--- src/rtl/i2s_tx_master.sv ---
// ---------------------------------------------------------------------------
// i2s_tx_master
//   I2S transmitter acting as clock master. Accepts 24-bit left/right sample
//   pairs over a valid/ready handshake into a one-pair holding buffer. It
//   generates I2S_sclk, I2S_ws and I2S_data from the system clock. Each pair
//   is loaded into the channel shift registers at the start of a frame
//   (bcnt = 0). It is sent MSB first with the standard one-bit I2S delay
//   after the ws edge.
//
// Ports:
//   clk        in   system clock (50 MHz)
//   rst_n      in   asynchronous active-low reset
//   lft_smpl   in   left sample, two's complement, WIDTH bits
//   rght_smpl  in   right sample, two's complement, WIDTH bits
//   smpl_vld   in   sample pair valid
//   smpl_rdy   out  holding buffer empty; pair taken when smpl_vld & smpl_rdy
//   I2S_sclk   out  bit clock, period 2*SCLK_DIV clk
//   I2S_ws     out  word select, 0 = left, 1 = right
//   I2S_data   out  serial data, changes on sclk fall
//   frame_strt out  one-clk pulse at every frame load
//   underrun   out  one-clk pulse when a frame loads with no data available
//
// Optional feature (macro I2S_TX_REPEAT_EN):
//   When defined, an underrun frame retransmits the last pair that was sent
//   instead of zeros. The last-pair register only exists in that build.
// ---------------------------------------------------------------------------
module i2s_tx_master #(
  parameter int SCLK_DIV  = 16,
  parameter int WIDTH     = 24,
  parameter int SLOT_BITS = 32
) (
  input  logic             clk,
  input  logic             rst_n,
  input  logic [WIDTH-1:0] lft_smpl,
  input  logic [WIDTH-1:0] rght_smpl,
  input  logic             smpl_vld,
  output logic             smpl_rdy,
  output logic             I2S_sclk,
  output logic             I2S_ws,
  output logic             I2S_data,
  output logic             frame_strt,
  output logic             underrun
);

  localparam int DIV_W  = (SCLK_DIV > 1) ? $clog2(SCLK_DIV) : 1;
  localparam int BCNT_W = $clog2(2 * SLOT_BITS);

  localparam logic [DIV_W-1:0]  DIV_LAST  = DIV_W'(SCLK_DIV - 1);
  localparam logic [BCNT_W-1:0] BCNT_LAST = BCNT_W'(2 * SLOT_BITS - 1);
  localparam logic [BCNT_W-1:0] SLOT_LEN  = BCNT_W'(SLOT_BITS);
  localparam logic [BCNT_W-1:0] DATA_LAST = BCNT_W'(WIDTH);

  // A slot must hold the delay bit plus every data bit.
  generate
    if (SLOT_BITS < WIDTH + 1) begin : g_bad_slot
      $error("i2s_tx_master: SLOT_BITS must be at least WIDTH+1");
    end
  endgenerate

  logic [DIV_W-1:0]  div_q,      div_d;
  logic              sclk_q,     sclk_d;
  logic              ws_q,       ws_d;
  logic              data_q,     data_d;
  logic [BCNT_W-1:0] bcnt_q,     bcnt_d;
  logic              buf_full_q, buf_full_d;
  logic [WIDTH-1:0]  buf_l_q,    buf_l_d;
  logic [WIDTH-1:0]  buf_r_q,    buf_r_d;
  logic [WIDTH-1:0]  sh_l_q,     sh_l_d;
  logic [WIDTH-1:0]  sh_r_q,     sh_r_d;
  logic              smpl_rdy_q, smpl_rdy_d;
  logic              frame_strt_q, frame_strt_d;
  logic              underrun_q, underrun_d;
`ifdef I2S_TX_REPEAT_EN
  logic [WIDTH-1:0]  last_l_q,   last_l_d;
  logic [WIDTH-1:0]  last_r_q,   last_r_d;
`endif

  logic              div_wrap_s;
  logic              fall_tick_s;
  logic              right_slot_s;
  logic [BCNT_W-1:0] pos_s;
  logic              load_s;
  logic              accept_s;

  // Next-state logic: clock divider, bit counter, serializer, buffer/handshake.
  always_comb begin
    div_wrap_s   = (div_q == DIV_LAST);
    fall_tick_s  = div_wrap_s && sclk_q;
    right_slot_s = (bcnt_q >= SLOT_LEN);
    pos_s        = right_slot_s ? (bcnt_q - SLOT_LEN) : bcnt_q;
    load_s       = fall_tick_s && (bcnt_q == {BCNT_W{1'b0}});
    accept_s     = smpl_vld && smpl_rdy_q;

    div_d        = div_q;
    sclk_d       = sclk_q;
    ws_d         = ws_q;
    data_d       = data_q;
    bcnt_d       = bcnt_q;
    buf_full_d   = buf_full_q;
    buf_l_d      = buf_l_q;
    buf_r_d      = buf_r_q;
    sh_l_d       = sh_l_q;
    sh_r_d       = sh_r_q;
    frame_strt_d = 1'b0;
    underrun_d   = 1'b0;
`ifdef I2S_TX_REPEAT_EN
    last_l_d     = last_l_q;
    last_r_d     = last_r_q;
`endif

    if (div_wrap_s) begin
      div_d  = {DIV_W{1'b0}};
      sclk_d = ~sclk_q;
    end else begin
      div_d  = div_q + DIV_W'(1);
      sclk_d = sclk_q;
    end

    if (fall_tick_s) begin
      bcnt_d = (bcnt_q == BCNT_LAST) ? {BCNT_W{1'b0}} : (bcnt_q + BCNT_W'(1));
      // ws leads the slot's data by one bit: it flips at p = 0.
      ws_d   = right_slot_s;
      if (pos_s == {BCNT_W{1'b0}}) begin
        data_d = 1'b0;
      end else if (pos_s <= DATA_LAST) begin
        if (right_slot_s) begin
          data_d = sh_r_q[WIDTH-1];
          sh_r_d = {sh_r_q[WIDTH-2:0], 1'b0};
        end else begin
          data_d = sh_l_q[WIDTH-1];
          sh_l_d = {sh_l_q[WIDTH-2:0], 1'b0};
        end
      end else begin
        data_d = 1'b0;
      end
    end else begin
      bcnt_d = bcnt_q;
    end

    if (load_s) begin
      frame_strt_d = 1'b1;
      if (buf_full_q) begin
        sh_l_d     = buf_l_q;
        sh_r_d     = buf_r_q;
        buf_full_d = 1'b0;
      end else if (smpl_vld) begin
        // Empty buffer but a pair is offered right now: send it this frame.
        sh_l_d = lft_smpl;
        sh_r_d = rght_smpl;
      end else begin
        underrun_d = 1'b1;
`ifdef I2S_TX_REPEAT_EN
        sh_l_d = last_l_q;
        sh_r_d = last_r_q;
`else
        sh_l_d = {WIDTH{1'b0}};
        sh_r_d = {WIDTH{1'b0}};
`endif
      end
`ifdef I2S_TX_REPEAT_EN
      last_l_d = sh_l_d;
      last_r_d = sh_r_d;
`endif
    end else if (accept_s) begin
      buf_l_d    = lft_smpl;
      buf_r_d    = rght_smpl;
      buf_full_d = 1'b1;
    end else begin
      buf_full_d = buf_full_q;
    end

    smpl_rdy_d = ~buf_full_d;
  end

  // State registers with asynchronous reset to the idle frame state.
  always_ff @(posedge clk or negedge rst_n) begin
    if (!rst_n) begin
      div_q        <= {DIV_W{1'b0}};
      sclk_q       <= 1'b0;
      ws_q         <= 1'b1;
      data_q       <= 1'b0;
      bcnt_q       <= {BCNT_W{1'b0}};
      buf_full_q   <= 1'b0;
      buf_l_q      <= {WIDTH{1'b0}};
      buf_r_q      <= {WIDTH{1'b0}};
      sh_l_q       <= {WIDTH{1'b0}};
      sh_r_q       <= {WIDTH{1'b0}};
      smpl_rdy_q   <= 1'b1;
      frame_strt_q <= 1'b0;
      underrun_q   <= 1'b0;
`ifdef I2S_TX_REPEAT_EN
      last_l_q     <= {WIDTH{1'b0}};
      last_r_q     <= {WIDTH{1'b0}};
`endif
    end else begin
      div_q        <= div_d;
      sclk_q       <= sclk_d;
      ws_q         <= ws_d;
      data_q       <= data_d;
      bcnt_q       <= bcnt_d;
      buf_full_q   <= buf_full_d;
      buf_l_q      <= buf_l_d;
      buf_r_q      <= buf_r_d;
      sh_l_q       <= sh_l_d;
      sh_r_q       <= sh_r_d;
      smpl_rdy_q   <= smpl_rdy_d;
      frame_strt_q <= frame_strt_d;
      underrun_q   <= underrun_d;
`ifdef I2S_TX_REPEAT_EN
      last_l_q     <= last_l_d;
      last_r_q     <= last_r_d;
`endif
    end
  end

  assign smpl_rdy   = smpl_rdy_q;
  assign I2S_sclk   = sclk_q;
  assign I2S_ws     = ws_q;
  assign I2S_data   = data_q;
  assign frame_strt = frame_strt_q;
  assign underrun   = underrun_q;

endmodule

--- config.mk ---
export PLATFORM = sky130hd
export DESIGN_NAME = i2s_tx_master
export DESIGN_NICKNAME = d
export VERILOG_FILES = /design/src/rtl/i2s_tx_master.sv
export SDC_FILE = /design/constraint.sdc
export NUM_CORES = 1
export LEC_CHECK = 0
export BUFFER_PORTS_ARGS = -buffer_cell sky130_fd_sc_hd__clkbuf_2
export CAP_MARGIN = 30
export CORE_AREA = 2 2 100 93
export CTS_BUF_LIST = sky130_fd_sc_hd__clkbuf_4 sky130_fd_sc_hd__clkbuf_8
export DETAILED_ROUTE_END_ITERATION = 8
export DIE_AREA = 0 0 102 95
export PLACE_DENSITY = 0.83
export SYNTH_ARGS = -nofsm -noshare
export SYNTH_HDL_FRONTEND = slang
export SYNTH_SLANG_ARGS = --single-unit
--- constraint.sdc ---
create_clock -name clk -period 2.95 [get_ports clk]
set_clock_uncertainty 0.2 [all_clocks]
set_input_delay 0.295 -clock clk [delete_from_list [all_inputs] [get_ports clk]]
set_output_delay 0.295 -clock clk [all_outputs]
set_load 0.01 [all_outputs]
After elaboration in Yosys (flattened, before gate mapping)
Index checks and enable logic that the tools add are counted.
{"block": "classes", "n_shift": 0, "div": 0, "eq_ne": 4, "n_reduce_logical": 11, "add_sub_neg": 3, "bitwise_logic": 3, "multipliers": 0, "mux": 26, "n_lt_le_gt_ge": 2}
{"op": "24-bit two-way mux", "count": 14}
{"op": "6-bit zero test", "count": 2}
{"op": "6-bit two-way mux", "count": 2}
{"op": "1-bit two-way mux", "count": 9}
{"op": "4-bit AND reduction", "count": 2}
{"op": "6-bit by 1-bit adder with 6-bit output (second input constant)", "count": 1}
{"op": "6-bit == test (second input constant)", "count": 1}
{"op": "6-bit greater-or-equal comparator (second input constant)", "count": 1}
{"op": "6-bit by 5-bit <= comparator with 1-bit output (second input constant)", "count": 1}
{"op": "2-bit nonzero test", "count": 3}
{"op": "6-bit subtractor (second input constant)", "count": 1}
{"op": "4-bit by 1-bit adder with 4-bit output (second input constant)", "count": 1}
{"op": "4-bit == test (second input constant)", "count": 1}
{"op": "4-bit two-way mux", "count": 1}
{"op": "1-bit logical AND", "count": 3}
{"op": "1-bit NOT", "count": 3}
{"op": "2-bit by 1-bit != test with 1-bit output (second input constant)", "count": 1}
{"op": "2-bit != test (second input constant)", "count": 1}
{"op": "2-bit AND reduction", "count": 1}
{"block": "totals", "latch_bits": 0, "wordCells": 62, "rom_bits": 0, "mem_bits_rw": 0, "reg_bits": 113, "n_memories": 0}

Logic depth before layout (Yosys ltp)
Gate-level depths: netlist (run 1).
{"block": "logic_depth", "ltp_word": 7, "depth_mapped": 11}

Worst setup path before layout (run 1)
Ideal clock, no wire load.
{"block": "synth_timing", "path_type": "reg-to-reg", "start": "register bcnt_q[0]", "end": "register buf_l_q[10]", "arrival_ns": 2.232, "setup_ns": 0.127, "stages_incl_launch_ff": 10, "n_path_buf": 3, "slack_ns": 0.391, "path_cell_list": "dfrtp_1 > inv_1 > ha_1 > or4b_1 > buf_2 > or3_4 > nand3_2 > buf_6 > buf_6 > mux2_1"}
{"block": "synth_via", "elab_chain_cells": 4}
{"item": "start, declared", "line": "64", "rtl": "logic [BCNT_W-1:0] bcnt_q, bcnt_d;"}
{"item": "start signal, assigned", "line": "182", "rtl": "bcnt_q <= {BCNT_W{1'b0}};"}
{"item": "start signal, assigned", "line": "200", "rtl": "bcnt_q <= bcnt_d;"}
{"item": "6-bit zero test", "line": "91", "rtl": "load_s = fall_tick_s && (bcnt_q == {BCNT_W{1'b0}});"}
{"item": "1-bit logical AND", "line": "91"}
{"item": "1-bit NOT (no source line)"}
{"item": "2-bit AND reduction (no source line)"}
{"item": "end signal, assigned", "line": "184", "rtl": "buf_l_q <= {WIDTH{1'b0}};"}
{"item": "end signal, assigned", "line": "202", "rtl": "buf_l_q <= buf_l_d;"}
{"item": "end, declared", "line": "66", "rtl": "logic [WIDTH-1:0] buf_l_q, buf_l_d;"}
No other way between the ends.
A chain may end at the register's enable or synchronous reset.

Worst setup path after layout (run 1)
{"block": "layout_timing", "start": "register bcnt_q[0]", "end": "register sh_l_q[21]"}
{"block": "layout_via", "elab_chain_cells": 5, "elab_cells_between_ends": 13}
{"item": "6-bit subtractor or 6-bit greater-or-equal comparator (tied branches)", "line": "90, 89"}
{"item": "6-bit two-way mux", "line": "90", "rtl": "pos_s = right_slot_s ? (bcnt_q - SLOT_LEN) : bcnt_q;"}
{"item": "6-bit by 5-bit <= comparator with 1-bit output or 6-bit zero test (tied branches)", "line": "125, 123"}
{"item": "2-bit nonzero test (no source line) or 2-bit != test (tied branches)"}
{"item": "4-bit AND reduction (no source line)"}
{"item": "end signal, assigned", "line": "186", "rtl": "sh_l_q <= {WIDTH{1'b0}};"}
{"item": "end signal, assigned", "line": "204", "rtl": "sh_l_q <= sh_l_d;"}
{"item": "end, declared", "line": "68", "rtl": "logic [WIDTH-1:0] sh_l_q, sh_l_d;"}
Parallel ways exist; a longest one is shown, timed or not.

==> out/results.tsv, run 1 <==
stage	metric	value	unit
status	status	finished clean	
cells_and_area	diodes	0	
timing	fin_ws	0.238	ns
clock_tree	cts_resized	0	
timing	setup_viol	0	
worst_setup_path	end_kind	register	
clock_tree	cts_made_buffers	17	
drt	wire_per_inst	16.4	um
timing	maxSlewViolCount	0	
timing	fmax	369	MHz
die	die_w	102	um
worst_setup_path	arrival	2.84	ns
power_and_ir_drop	peakVddDrop	0.646	mV
worst_setup_path	path_cells	inv_1, ha_1, or4b_1, or3_4, buf_4, clkinv_4, o21ai_0, o21ai_0	
die	die_h	95	um
synth	ys_dominant_reg_cell	dfrtp_1	
timing	post-route-min-period	2.71	ns
global_route	overflow	0	
timing	worst_pin_slew	1.01	ns
placed_design	place.gp.congestion	0.819	
drt	viasPerCell	5.81	
timing	rsz0062_at_grt	false	
global_route	grt_pass1_wl	18500	um
clock_tree	cts_sinks	113	
drt	num_vias	3924	
worst_setup_path	critPathSlowestCell	or3_4	
timing	relSlewSlack	32.9	%
worst_setup_path	cpMostUsedCell	o21ai_0	
cells_and_area	drive_gt1_share	23.7	%
synth	yosysWarnings	0	
clock_tree	htree_num_levels	4	
die	rows	33	
synth	ys_seq_area_share	56.0	%
power_and_ir_drop	finalPower	4.35	mW
synth	synthArstFlopShare	100	%
synth	netlist.area_leader.share	55.0	%
worst_setup_path	worstSetupStartpointType	register	
placed_design	dp_hpwl	6570	um
worst_setup_path	crit_start	bcnt_q[0]	
clock_tree	cts-root-buf	clkbuf_8	
worst_setup_path	crit_fanout	48	
timing	final-hold-violation-count	0	
synth	ys_types	39	
worst_setup_path	crit_required	3.08	ns
synth	synth_top_cell_by_area	dfrtp_1	
worst_setup_path	crit_type	register to register	
global_route	grt_usage	25.2	%
cells_and_area	nets	596	
clock_tree	post_cts_buffers	0	
cells_and_area	area_growth	25.0	%
clock_tree	cts_hold_buf	50	
placed_design	port_buffers	56	
synth	synth_edf_count	0	
power_and_ir_drop	p_leak	2.77	nW
synth	synth.most_common_cell	dfrtp_1	
drt	antenna_left	0	
drt	totalWireLength	11100	um
die	start_util	57.7	%
synth	synth_fp_nets	500	
global_route	grt_pass1_vias	3954	
synth	ys_top_cells_by_count	111 x dfrtp_1, 55 x nand2_1, 54 x o21ai_0	
die	die-area	9690	um2
clock_tree	cts_tree	done	
clock_tree	cts_max_path_buffers	2	
min_path	hold_class	primary input to async pin	
global_route	antenna_found_initial	0	
clock_tree	cts.reportedPaths.clkPinSlew	0.06	ns
timing	fin_hold_ws	0.236	ns
power_and_ir_drop	p_per_area	689	nW/um2
placed_design	dp_slack	0.268	ns
synth	syn_avg_cell_area	11.3	um2
drt	dr.pass1.iters	4	
synth	synthCells	446	
timing	tns	0	ns
drt	route.detailed.drc	0	
timing	min_period_over_period	91.9	%
die	io_pins	57	
global_route	grt_max_degree	52	
die	core_area	8750	um2
synth	synthTopCellsByArea	dfrtp_1 55%, mux2_2 6.2%, o21ai_0 5.3%	
drt	dr.first_iter.drc_count	222	
run	maxCapViolations	0	
worst_setup_path	cp_slowest_stage_delay	0.49	ns
synth	synth_area	5050	um2
synth	yosys_register_bits	113	
clock_tree	clk_latency	0.42	ns
worst_setup_path	rr_startpoint	bcnt_q[0]	
[critical path, delay by kind of cell (launching register included)]
kind / cells / cell delay [ns]
flops: 1 / 0.40
fa+ha+maj: 1 / 0.16
simple gates: 2 / 0.95
compound gates: 2 / 0.29
buf+inv: 3 / 0.60
[metrics by stage]
step,area [um2],utilization (%),cells
after floorplan,5050,-,446
after global placement,5370,61.4,595
after detailed placement,5370,61.4,595
after CTS,6310,72.1,675
after global routing,6310,72.1,675
final,6310,72.1,675
[layout by cell type, fill, tap and decap left out, types with 2 or more instances in the layout]
cell and count:
nand2_1 55, a221o_1 22, buf_12 2, a22oi_1 2
nand3_1 6, inv_1 5, mux2_2 28, dfrtp_1 111
dfstp_2 2, clkbuf_4 2, bufinv_16 3, clkbuf_2 55
o211ai_1 2, xnor2_1 3, ha_1 3, o21ai_0 54
dlygate4sd3_1 50, a21oi_1 49, clkbuf_8 24, mux2_1 20
o21ai_1 2, nand4_1 2, o31ai_1 2, a221oi_1 23
buf_4 8
[worst paths after layout]
path	to	slack (ns)	cells after the start
setup reg to reg	sh_l_q[21]	0.24	8
max in group asynchronous	sh_l_q[17]	1.58	3
hold / removal	buf_l_q[6]	0.24	2
min in group clk	sh_l_q[5]	0.28	2
hold reg to reg	sh_l_q[5]	0.28	2
setup / recovery	sh_l_q[21]	0.24	8
[layout make-up]
type                       instances  area, um2
clock buffer                      26        345
clock inverter                     4       95.1
fill                             630       2440
inverter                           6       27.5
multi-input combinational        289       1990
sequential                       113       2830
tap                              122        153
timing repair buffer             115        876
[layer usage]
metal / part of all wire, % / global-route usage, % / up-vias
li1: - / - / 1849
met3: 4.3 / 6.37 / 21
met1: 41 / 31.8 / 1949
met2: 52 / 42.0 / 105
met5: 0 / 0 / -
met4: 2.3 / 9.44 / 0
[sequential cells by signal, indices dropped and copies added (netlist names)]
name,flops
bcnt_q,6
I2S_data,1
buf_r_q,24
div_q,4
smpl_rdy,1
sh_l_q,24
buf_l_q,24
underrun,1
frame_strt,1
sh_r_q,24
buf_full_q,1
I2S_sclk,1
I2S_ws,1
[cells by family (layout without fill, tap and decap cells)]
kind of cell | Yosys count | after routing | share of synthesized area [%]
flops | 113 | 113 | 56.0
compound gates | 161 | 161 | 20.4
mux | 49 | 49 | 10.9
simple gates | 72 | 72 | 6.31
buf+inv | 44 | 151 | 4.93
fa+ha+maj | 3 | 3 | 0.743
xor+xnor | 4 | 4 | 0.693
[power by group]
| part | total (mW) | switching [mW] | leakage, nW | internal [mW] |
|---|---|---|---|---|
| Sequential | 2.16 | 0.211 | 1.35 | 1.95 |
| Clock | 1.59 | 0.586 | 0.228 | 1.00 |
| Combinational | 0.602 | 0.279 | 1.20 | 0.323 |
| Total | 4.35 | 1.08 | 2.77 | 3.28 |
(Power assumes the default switching activity.)
==> inputs of run 2 (changes only) <==
==> config.mk (replaced) <==
export PLATFORM = sky130hd
export DESIGN_NAME = i2s_tx_master
export DESIGN_NICKNAME = d
export VERILOG_FILES = /design/src/rtl/i2s_tx_master.sv
export SDC_FILE = /design/constraint.sdc
export NUM_CORES = 1
export LEC_CHECK = 0
export BUFFER_PORTS_ARGS = -buffer_cell sky130_fd_sc_hd__clkbuf_2
export CAP_MARGIN = 30
export CORE_AREA = 2 2 102 94
export DETAILED_ROUTE_END_ITERATION = 8
export DIE_AREA = 0 0 104 96
export PLACE_DENSITY = 0.81
export SYNTH_ARGS = -nofsm -noshare
export SYNTH_HDL_FRONTEND = slang
export SYNTH_SLANG_ARGS = --single-unit
==> run 2 against run 1 <==
Sequential cell count unchanged. Via count rose by 4.1%. Register-to-register slack got worse by 0.04 ns. Wire length grew 8.0%. Global-route usage grew 0.79 points. Sequential share of layout area is 1.6 points lower. Critical path depth is 1 lower. Design area up 3.7%. Clock power increased by 36%. Critical path type unchanged. First-iteration DRC count increased by 45%.
==> out/results.tsv, run 2 (synthesis gave the netlist of run 1 again) <==
stage	metric	value	unit	change
power_and_ir_drop	peakVddDrop	0.458	mV	-29%
clock_tree	cts_made_buffers	17		unchanged
cells_and_area	layout_common_cells	111 x dfrtp_1, 55 x nand2_1, 55 x clkbuf_2		
timing	min_period_over_period	93.3	%	+1.3 points
worst_setup_path	end_kind	register		
die	die_h	96	um	+1.1%
die	rows	33		unchanged
power_and_ir_drop	p_leak	2.86	nW	+3.2%
worst_setup_path	crit_family	simple AND/OR/NAND/NOR gates		
drt	antenna_left	0		unchanged
timing	setup_viol	0		unchanged
min_path	hold_class	primary input to async pin		
placed_design	place.gp.congestion	0.821		+0.26%
cells_and_area	drive_gt1_share	24.4	%	+0.68 points
clock_tree	cts_resized	0		unchanged
timing	relSlewSlack	44.1	%	+11 points
drt	num_vias	4083		+4.1%
power_and_ir_drop	combPwrFrac	12.7	%	-1.1 points
die	die_w	104	um	+2.0%
power_and_ir_drop	finalPower	4.97	mW	+14%
timing	post-route-min-period	2.75	ns	+0.0396 ns
drt	route.detailed.drc	0		unchanged
worst_setup_path	critPathSlowestCell	or4b_1		
clock_tree	cts_sinks	113		unchanged
global_route	antenna_found_initial	0		unchanged
timing	rsz0062_at_grt	false		
clock_tree	clk_latency	0.51	ns	+0.09 ns
worst_setup_path	critPathBufInv	2		-1
placed_design	dp_hpwl	6640	um	+1.1%
power_and_ir_drop	power.internal	3.68	mW	+12%
placed_design	dp_cells	598		+0.50%
timing	maxSlewViolCount	0		unchanged
global_route	grt_max_degree	114		+120%
die	core_area	8920	um2	+1.9%
die	start_util	56.7	%	-1.1 points
drt	wire_per_inst	17.6	um	+7.2%
worst_setup_path	arrival	2.94	ns	+0.10 ns
run	maxCapViolations	0		unchanged
cells_and_area	diodes	0		unchanged
cells_and_area	final_common_cell	dfrtp_1		
clock_tree	cts_tree	done		
drt	totalWireLength	12000	um	+8.0%
global_route	grt_usage	25.9	%	+0.79 points
drt	dr.pass1.iters	6		+2
timing	final-hold-violation-count	0		unchanged
clock_tree	htree_num_levels	4		unchanged
timing	fmax	363	MHz	-1.4%
drt	viasPerCell	6.00		+3.3%
global_route	overflow	0		unchanged
drt	dr.first_iter.drc_count	322		+45%
worst_setup_path	cp_slowest_stage_delay	0.46	ns	-0.03 ns
power_and_ir_drop	netSwitchingFraction	25.8	%	+1.1 points
die	die-area	9980	um2	+3.0%
timing	worst_pin_slew	0.838	ns	-0.168 ns
die	io_pins	57		unchanged
global_route	grt_pass1_vias	4137		+4.6%
power_and_ir_drop	p_per_area	759	nW/um2	+10%
worst_setup_path	crit_fanout	24		-50%
power_and_ir_drop	p_switching	1.28	mW	+19%
cells_and_area	instances_no_fill	680		+0.74%
worst_setup_path	worstSetupStartpointType	register		
worst_setup_path	crit_required	3.14	ns	+0.06 ns
global_route	grt_pass1_wl	20100	um	+8.6%
cells_and_area	area_growth	29.6	%	
status	status	finished clean		
placed_design	port_buffers	56		unchanged
cells_and_area	fill_cells	612		-2.9%
cells_and_area	nets	599		+0.50%
timing	tns	0	ns	unchanged
power_and_ir_drop	p_clk_share	43.5	%	+7.0 points
worst_setup_path	path_cells	inv_1, ha_1, or4b_1, or3_4, nand3_2, buf_12, mux2_2		
clock_tree	cts_max_path_buffers	2		unchanged
power_and_ir_drop	seqPwrFrac	43.9	%	-5.8 points
worst_setup_path	crit_type	register to register		
clock_tree	cts.reportedPaths.clkPinSlew	0.06	ns	about the same
clock_tree	cts-root-buf	clkbuf_8		
==> run 2: changes by cell type in the layout (fill, tap and decap cells not counted), sizes merged <==
cell	change
clkbuf	-8
inv	+3
buf	+3
bufinv	+1
clkinvlp	+4
clkinv	+2
==> run 2: stage by stage <==
stage	instance area (um2)	setup WS [ns]	hold slack [ns]	utilization (%)
3_3_place_gp	5400	0.322	0.216	60.6
6_report	6550	0.199	0.173	73.4
4_1_cts	6550	0.211	0.231	73.4
2_1_floorplan	5050	0.391	-0.201	-
3_5_place_dp	5420	0.232	0.226	60.7
5_1_grt	6550	0.0525	0.266	73.4
==> run 2: final cells by class <==
type                            count  area [um2]  share of cell area (%)
Multi-Input combinational cell    289        1990                    30.4
Tap cell                          122         153                    2.33
Inverter                            6        27.5                   0.420
Clock inverter                     14         203                    3.10
Sequential cell                   113        2830                    43.2
Timing Repair Buffer              118         918                    14.0
Clock buffer                       18         428                    6.54
==> run 2: worst min-delay path, stage by stage <==
cell	delay [ns]
dlygate4sd3_1	0.53
buf_4	0.12
buf_12	0.40
==> run 2: power by group through the flow <==
stage          Combinational [mW]  Clock (mW)  Sequential, mW
2_1_floorplan               0.399           0            2.12
3_3_place_gp                0.516           0            2.15
3_5_place_dp                0.565           0            2.18
4_1_cts                     0.628        2.17            2.17
5_1_grt                     0.711        2.26            2.22
6_report                    0.630        2.16            2.18
==> run 2: routing by layer <==
metal | track usage [%] | vias to the layer above | share of wire [%]
met5 | 0 | - | 0
met4 | 12.4 | 0 | 2.6
met3 | 6.30 | 34 | 5.5
met2 | 44.4 | 174 | 52
met1 | 31.6 | 2019 | 40
li1 | - | 1856 | -
==> run 2: worst paths after layout <==
path | from | slack (ns) | to | cells past startpoint
max | bcnt_q[0] | 0.20 | buf_r_q[14] | 7
min | rst_n | 0.17 | sh_l_q[11] | 3
max reg2reg | bcnt_q[0] | 0.20 | buf_r_q[14] | 7
min reg2reg | sh_l_q[8] | 0.28 | sh_l_q[8] | 2
max in group asynchronous | rst_n | 1.88 | sh_r_q[9] | 3
min in group clk | sh_l_q[8] | 0.28 | sh_l_q[8] | 2
==> run 2: timing repair <==
item,in CTS,in global routing
hold buffers,50,0
hold endpoints to repair,184,0
buffers inserted,0,0
==> inputs of run 3 (changes only) <==
--- a/config.mk
+++ b/config.mk
@@ -11,6 +11,7 @@
 export DETAILED_ROUTE_END_ITERATION = 8
 export DIE_AREA = 0 0 104 96
 export PLACE_DENSITY = 0.81
+export RECOVER_POWER = 50
 export SYNTH_ARGS = -nofsm -noshare
 export SYNTH_HDL_FRONTEND = slang
 export SYNTH_SLANG_ARGS = --single-unit
==> run 3 against run 2 <==
The run now ends with slew limit left. Sequential share of layout area grew 0.083 points. Sequential cell count stayed put. Clock-buffer cell count unchanged. Global-route usage is the same. Cell count is the same. Hold slack better by 0.10 ns. Critical path depth stayed put. Design area decreased by 0.19%. Setup slack lost 0.0091 ns. Sequential power about the same. Via count is 0.56% lower. Non-clock buffer count stayed put. Critical endpoint unchanged.
==> out/results.tsv, run 3 (synthesis gave the netlist of run 1 again) <==
stage	metric	value	unit	change
global_route	antenna_found_initial	0		unchanged
drt	dr.first_iter.drc_count	259		-20%
placed_design	port_buffers	56		unchanged
die	rows	33		unchanged
clock_tree	cts-root-buf	clkbuf_8		
worst_setup_path	ff2ff_setup_slack	0.19	ns	about the same
global_route	grt_usage	25.9	%	unchanged
clock_tree	cts_made_buffers	17		unchanged
worst_setup_path	worstSetupStartpointType	register		
clock_tree	cts_tree	done		
global_route	grt_max_degree	114		unchanged
die	io_pins	57		unchanged
drt	totalWireLength	12000	um	+0.20%
worst_setup_path	end_kind	register		
cells_and_area	final_common_cell	dfrtp_1		
timing	rsz0062_at_grt	false		
min_path	holdPathStages	2		
timing	worst_pin_slew	1.51	ns	+0.677 ns
timing	tns	0	ns	unchanged
placed_design	dp_hpwl	6640	um	unchanged
cells_and_area	fin_util	73.3	%	-0.14 points
timing	final-hold-violation-count	0		unchanged
worst_setup_path	r2r_cells	7		unchanged
placed_design	dp_slack	0.232	ns	unchanged
die	die_h	96	um	unchanged
power_and_ir_drop	finalPower	4.97	mW	about the same
worst_setup_path	endpoint	buf_r_q[14]		
worst_setup_path	crit_required	3.14	ns	about the same
die	start_util	56.7	%	unchanged
worst_setup_path	path_cells	inv_1, ha_1, or4b_1, or3_4, nand3_2, buf_12, mux2_2		
clock_tree	cts.reportedPaths.clkPinSlew	0.06	ns	about the same
status	violations	slew limit		
drt	num_vias	4060		-0.56%
power_and_ir_drop	p_per_area	761	nW/um2	+0.25%
clock_tree	htree_num_levels	4		unchanged
cells_and_area	fill_cells	613		+0.16%
drt	wire_per_inst	17.6	um	+0.20%
die	core_area	8920	um2	unchanged
placed_design	place_area	5420	um2	unchanged
worst_setup_path	arrival	2.95	ns	about the same
drt	route.detailed.drc	0		unchanged
timing	post-route-min-period	2.76	ns	+0.00913 ns
clock_tree	clk_latency	0.52	ns	about the same
timing	fin_ws	0.190	ns	-0.00913 ns
worst_setup_path	rr_startpoint	bcnt_q[0]		
power_and_ir_drop	peakVddDrop	0.459	mV	about the same
cells_and_area	final_cell_area	6540	um2	-0.19%
drt	antenna_left	0		unchanged
worst_setup_path	crit_type	register to register		
die	die-area	9980	um2	unchanged
power_and_ir_drop	p_leak	2.86	nW	-0.17%
worst_setup_path	crit_fanout	24		unchanged
clock_tree	cts_max_path_buffers	2		unchanged
cells_and_area	diodes	0		unchanged
min_path	hold_class	register to register		
run	maxCapViolations	0		unchanged
worst_setup_path	critPathSlowestCell	or4b_1		
status	status	finished with violations		
worst_setup_path	crit_start	bcnt_q[0]		
drt	viasPerCell	5.97		-0.56%
cells_and_area	drive_gt1_share	24.4	%	unchanged
timing	min_period_over_period	93.6	%	+0.31 points
timing	relSlewSlack	-0.988	%	-45 points
timing	fmax	362	MHz	-0.33%
cells_and_area	area_growth	29.3	%	
drt	dr.pass1.iters	5		-1
die	die_w	104	um	unchanged
global_route	overflow	0		unchanged
global_route	grt_pass1_vias	4137		unchanged
worst_setup_path	rr_endpoint	buf_r_q[14]		
cells_and_area	nets	599		unchanged
worst_setup_path	cp_slowest_stage_delay	0.46	ns	about the same
cells_and_area	layout_common_cells	111 x dfrtp_1, 55 x nand2_1, 55 x clkbuf_2		
placed_design	place.gp.congestion	0.821		unchanged
timing	maxSlewViolCount	113		+113
global_route	grt_pass1_wl	20100	um	unchanged
clock_tree	cts_sinks	113		unchanged
timing	setup_viol	0		unchanged
-- run 3: changes by cell type in the layout (fill, tap and decap cells not counted) --
cell	change
clkbuf_4	+2
buf_12	-1
buf_4	-1
-- run 3: repair_timing --
item                                    CTS  global route
hold endpoints to repair                184             0
buffers inserted                          0             0
endpoints found under the setup margin    0             0
resized for setup                         0             0
hold buffers                             50             0
-- run 3: worst min path at each step --
stage	endpoint	slack, ns	startpoint
final	sh_l_q[8]	0.28	sh_l_q[8]
after detailed placement	sh_l_q[10]	0.23	rst_n
after floorplan	I2S_data	-0.20	rst_n
after global routing	sh_l_q[5]	0.29	sh_l_q[5]
after CTS	sh_l_q[11]	0.23	rst_n
after global placement	sh_l_q[9]	0.22	rst_n
-- run 3: cell type report --
| type | count | area [um2] | share of cell area [%] |
|---|---|---|---|
| inverters | 6 | 27.5 | 0.421 |
| flip-flops and latches | 113 | 2830 | 43.3 |
| clock inverters | 14 | 203 | 3.10 |
| well taps | 122 | 153 | 2.34 |
| clock buffers | 18 | 428 | 6.55 |
| repair buffers | 118 | 906 | 13.9 |
| multi-input cells | 289 | 1990 | 30.4 |
-- run 3: critical path, delay by kind of cell (launching register included) --
family	cells	cell delay, ns
adders and majority gates	1	0.16
buffers and inverters	2	0.34
DFF	1	0.39
muxes	1	0.37
and+or+nand+nor	3	1.15
-- run 3: report_power, final --
group | internal (mW) | switching, mW | total (mW)
combinational | 0.326 | 0.301 | 0.627
sequential | 1.95 | 0.227 | 2.18
clock | 1.40 | 0.759 | 2.16
total | 3.68 | 1.29 | 4.97
-- run 3: per-stage QoR --
stage,hold slack (ns),std cells
finish,0.277,680
global placement,0.216,597
global route,0.290,680
floorplan,-0.201,446
CTS,0.231,680
detailed placement,0.226,598
-- run 3: per-layer routing --
metal	GRT usage, %	wire length (um)
met1	31.6	4900
met2	44.4	6250
met3	6.30	535
met4	12.4	299
met5	0	0
